[config.mk]
export PLATFORM = sky130hd
export DESIGN_NAME = stream_deserializer
export DESIGN_NICKNAME = d
export VERILOG_FILES = /design/src/rtl/stream_deserializer.sv
export SDC_FILE = /design/constraint.sdc
export NUM_CORES = 1
export LEC_CHECK = 0
export CAP_MARGIN = 20
export CORE_ASPECT_RATIO = 0.6
export CORE_MARGIN = 5
export CORE_UTILIZATION = 50
export DETAILED_ROUTE_END_ITERATION = 10
export GPL_TIMING_DRIVEN = 0
export PLACE_DENSITY = 0.78
export SYNTH_ARGS = -nofsm -noshare
export SYNTH_HDL_FRONTEND = slang
export SYNTH_SLANG_ARGS = --single-unit
[constraint.sdc]
create_clock -name clk_i -period 2.31 [get_ports clk_i]
set_input_delay 0.3465 -clock clk_i [delete_from_list [all_inputs] [get_ports clk_i]]
set_output_delay 0.3465 -clock clk_i [all_outputs]
set_load 0.01 [all_outputs]
[src/rtl/stream_deserializer.sv]
// Collects LANE_W-bit beats into a DATA_O_W word; word appears the cycle after its last beat.
// Input is stalled (data_ready_o low) only while a finished word waits for the downstream.
module stream_deserializer #(
    parameter int DATA_O_W  = 16,
    parameter int LANE_W    = 1,
    parameter bit MSB_FIRST = 1'b1,
    localparam int BEATS    = DATA_O_W / ((LANE_W < 1) ? 1 : LANE_W),
    localparam int CNT_W    = $clog2(BEATS + 1)
) (
    input  logic                clk_i,
    input  logic                srst_i,
    input  logic [LANE_W-1:0]   data_i,
    input  logic                data_val_i,
    input  logic                data_last_i,
    output logic                data_ready_o,
    output logic [DATA_O_W-1:0] deser_data_o,
    output logic [CNT_W-1:0]    deser_data_cnt_o,
    output logic                deser_data_val_o,
    input  logic                deser_data_ready_i
);

    generate
        if (LANE_W < 1 || (DATA_O_W % ((LANE_W < 1) ? 1 : LANE_W)) != 0) begin : g_bad_cfg
            $error("stream_deserializer: LANE_W must be >= 1 and divide DATA_O_W");
        end
    endgenerate

    logic [DATA_O_W-1:0] r_acc;
    logic [CNT_W-1:0]    r_cnt;
    logic [DATA_O_W-1:0] r_dat;
    logic [CNT_W-1:0]    r_out_cnt;
    logic                r_vld;

    logic                w_accept;
    logic                w_done;
    logic [CNT_W-1:0]    w_lane;
    logic [DATA_O_W-1:0] w_acc_next;

    assign data_ready_o     = !r_vld || deser_data_ready_i;
    assign w_accept         = data_val_i && data_ready_o;
    assign w_done           = (r_cnt == CNT_W'(BEATS - 1)) || data_last_i;
    assign w_lane           = MSB_FIRST ? (CNT_W'(BEATS - 1) - r_cnt) : r_cnt;

    assign deser_data_o     = r_dat;
    assign deser_data_cnt_o = r_out_cnt;
    assign deser_data_val_o = r_vld;

    // Accumulator is zero at word start, so untouched lanes of a short word stay zero.
    always_comb begin
        w_acc_next = r_acc;
        w_acc_next[w_lane*LANE_W +: LANE_W] = data_i;
    end

    always_ff @(posedge clk_i) begin
        if (srst_i) begin
            r_acc     <= '0;
            r_cnt     <= '0;
            r_dat     <= '0;
            r_out_cnt <= '0;
            r_vld     <= 1'b0;
        end else begin
            if (w_accept) begin
                if (w_done) begin
                    r_acc <= '0;
                    r_cnt <= '0;
                end else begin
                    r_acc <= w_acc_next;
                    r_cnt <= r_cnt + CNT_W'(1);
                end
            end

            // A word finishing on the same edge as a downstream accept keeps valid high.
            if (w_accept && w_done) begin
                r_dat     <= w_acc_next;
                r_out_cnt <= r_cnt + CNT_W'(1);
                r_vld     <= 1'b1;
            end else if (r_vld && deser_data_ready_i) begin
                r_vld     <= 1'b0;
            end
        end
    end

endmodule

==> metrics.txt <==
worst setup slack after layout 0.0456 ns; CP Class reg2reg; VDD IR max 0.000339 V; crit path from r_cnt[1]$_SDFFE_PP0P_; data arrival time at the worst-slack endpoint 2.42 ns; Post-Synth Adder-Cell Area 2.64%; post-layout power 1.44 mW; CTS tree yes; Die W 98.8 um; via density per instance 6.02; Post-CTS Hold Buffers 0; worst path required time 2.46 ns; Total Die Area 6250 um2; worst hold slack after final layout 0.321 ns; number of primary I/O pins 29; initial core utilization 51.8%; total congestion overflow after global routing 0; remaining routing DRC violations 0; portion of the post-synthesis area used by sequential elements 36.4%; highest fanout seen on the critical path 12; Cell variety after synth 55; CP startpoint kind register; insertion delay to the later sink of the worst-skew pair 0.30 ns; Worst Setup End Kind register; worst setup slack before clock tree synthesis -0.544 ns; Cell Area, Placed 2720 um2; kind of cell with the highest combined delay on the critical path simple AND/OR/NAND/NOR gates; total power per unit cell area 500 nW/um2; layout cells sized above 1 18.4%; mean instance size in the synthesized netlist 8.54 um2; final critical-path required period 2.26 ns; total of warnings raised by yosys 0; status finished, final reports clean; CTS-repair resized insts 14; highest cell delay on the worst timing path 0.40 ns; combinational family with the most area after synthesis compound AO/OA/AOI/OAI gates; post-synth top area cell dfxtp_1; commonest non-fill, non-tap cells in the layout dfxtp_1 (41), nand2_1 (30), clkdlybuf4s50_1 (27); register-to-register setup slack 0.05 ns; die height 63.3 um; standard-cell rows 19; parity-gate share of the synthesized area counting xor and xnor cells 0.370%; global-route wire length before repair 10700 um; synthesized instance count 277; TritonCTS buffer count 5; post-synthesis instance area 2370 um2; logic depth of the worst setup path including buffers 8; number of max-cap violations 0; post-synthesis register bit count 43; total detailed-routing wirelength 6490 um; class of the worst hold path in2reg; top area cells in the synthesized netlist dfxtp_1 (36%), nand2_1 (4.8%), a21oi_1 (4.0%); sink of the worst hold path deser_data_o[2]$_SDFFE_PP0P_; skew final 0.00861 ns; combined global-route utilization of all metal layers 21.3%; mean routed wirelength per cell 17.4 um; count of input and output buffers 27; number of violations reported at the end of detailed-routing iteration 0 256; share of the synthesized area in compound gates (AO/OA/AOI/OAI) 28.6%; total iterations of the first detailed-routing run 5; simple-gate area share of the yosys netlist 25.5%; final critical-path share of the clock period 98.0%; R2R Path End deser_data_o[13]$_SDFFE_PP0P_; cell count of the worst hold path 2; Longest Clk Path Bufs 2; largest net degree at the start of global routing 14; total count of hold-check failures in the final report 0; worst path cell trace ha_4 -> and3_1 -> ha_1 -> clkbuf_4 -> and2_2 -> nand2_1 -> a221oi_1 -> nor3_1; Post-CTS Setup Bufs 0; via count of the first global-routing pass 2094; most frequent standard cell in the layout excluding fill and tap cells dfxtp_1; worst-case headroom to the max-slew limit 54.9%; Final Net Count 320; number of buffers and inverters on the critical path 1; Critical Path Slowest Stage Cell dfxtp_4; nets in the synthesized netlist 288; Final setup viols 0; post-route cell area 2870 um2; clock sink total 43; static leakage 1.04 nW; length in cells of the worst reg-to-reg path 8; core area 4560 um2; maximum operating frequency 442 MHz; Top FF cell, synth dfxtp_1; Max Slew Vio Count 0; Clock Tree Root clkbuf_8; overall via count from detail_route 2246; area share of the largest cell type after synthesis 36.4%; estimated wirelength of the detail-placed design 4860 um; reg-to-reg critical path startpoint r_cnt[1]$_SDFFE_PP0P_; unrepaired setup endpoints after global routing true; CTS H-tree lvls 2; antenna fix cells 0; final weighted congestion in routability-driven placement 0.954; initial antenna violation count 0; utilization after layout 62.9%; asr flop ratio synth 0%; mux share of post-synthesis cell area 0.846%; count of flip-flops with a built-in enable after synthesis 0; fill cell count 410; post-route ant nets 0; clock-pin slew on the worst setup and hold paths 0.09 ns; pin slew with the least headroom to its limit 0.677 ns; post-synthesis to final-layout area growth 21.4%; start point of the worst hold path srst_i
==> routing by layer <==
metal / share of wire (%) / track usage (%)
met2: 39 / 28.6
met4: 0.59 / 5.79
met1: 48 / 31.9
met3: 12 / 6.95
met5: 0 / 0
==> through the flow <==
| stage | setup TNS, ns | cells |
|---|---|---|
| final | 0 | 373 |
| after global routing | -0.0355 | 373 |
| after CTS | 0 | 373 |
| after detailed placement | -11.47 | 367 |
| after global placement | -10.03 | 367 |
| after floorplan | 0 | 277 |
==> power by group <==
group | leakage (nW) | total, mW | switching [mW] | internal (mW)
logic | 0.647 | 0.202 | 0.121 | 0.0814
registers | 0.350 | 0.770 | 0.0126 | 0.757
clock network | 0.0477 | 0.465 | 0.258 | 0.207
==> flip-flops by register name, indices dropped and copies added, names as in the netlist <==
register	count
deser_data_o	16
r_acc	16
deser_data_cnt_o	5
r_cnt	5
deser_data_val_o	1
==> cells in the mapped netlist (all sizes together) (2+ instances only) <==
master,number
o211a,4
nor4b,2
and2,5
a21boi,2
a21oi,19
nand3b,4
and3,3
a311oi,3
mux2i,2
inv,10
nor4,2
nor2,31
or3,2
nand3,10
clkbuf,8
a211oi,11
o22ai,3
nor2b,3
ha,5
a211o,4
o21a,2
o31ai,6
nand2,30
nor3,9
or4,3
buf,9
a221oi,5
o211ai,9
nand2b,3
dfxtp,43
o21ai,15
==> worst reg2reg max path: stages, from the launching register on <==
cell,delay (ns)
dfxtp_4,0.40
ha_4,0.21
and3_1,0.19
ha_1,0.34
clkbuf_4,0.23
and2_2,0.23
nand2_1,0.08
a221oi_1,0.35
nor3_1,0.09
==> cells by family (layout without fill, tap and decap cells) <==
group,after synthesis,count (layout)
and+or+nand+nor,113,113
DFF,43,43
xor gates and xnor gates,1,1
adders and majority gates,5,5
muxes,2,2
buffers and inverters,27,60
AOI/OAI and AO/OA,86,86
==> worst max-delay path by stage <==
stage	end	slack [ns]
2_1_floorplan	deser_data_o[9]$_SDFFE_PP0P_	0.006
3_3_place_gp	deser_data_o[9]$_SDFFE_PP0P_	-0.50
3_5_place_dp	deser_data_o[9]$_SDFFE_PP0P_	-0.54
4_1_cts	deser_data_o[9]$_SDFFE_PP0P_	0.06
5_1_grt	deser_data_o[0]$_SDFFE_PP0P_	-0.03
6_report	deser_data_o[13]$_SDFFE_PP0P_	0.05
==> final cells by class <==
class	instances	area, um2	area share [%]
clock inverter	3	15.0	0.523
timing repair buffer	27	270	9.41
multi-input combinational	207	1440	50.0
sequential	43	866	30.2
buffer	15	98.8	3.44
clock buffer	5	68.8	2.40
tap	63	78.8	2.75
inverter	10	37.5	1.31
Power figures use the tool's default switching activity.
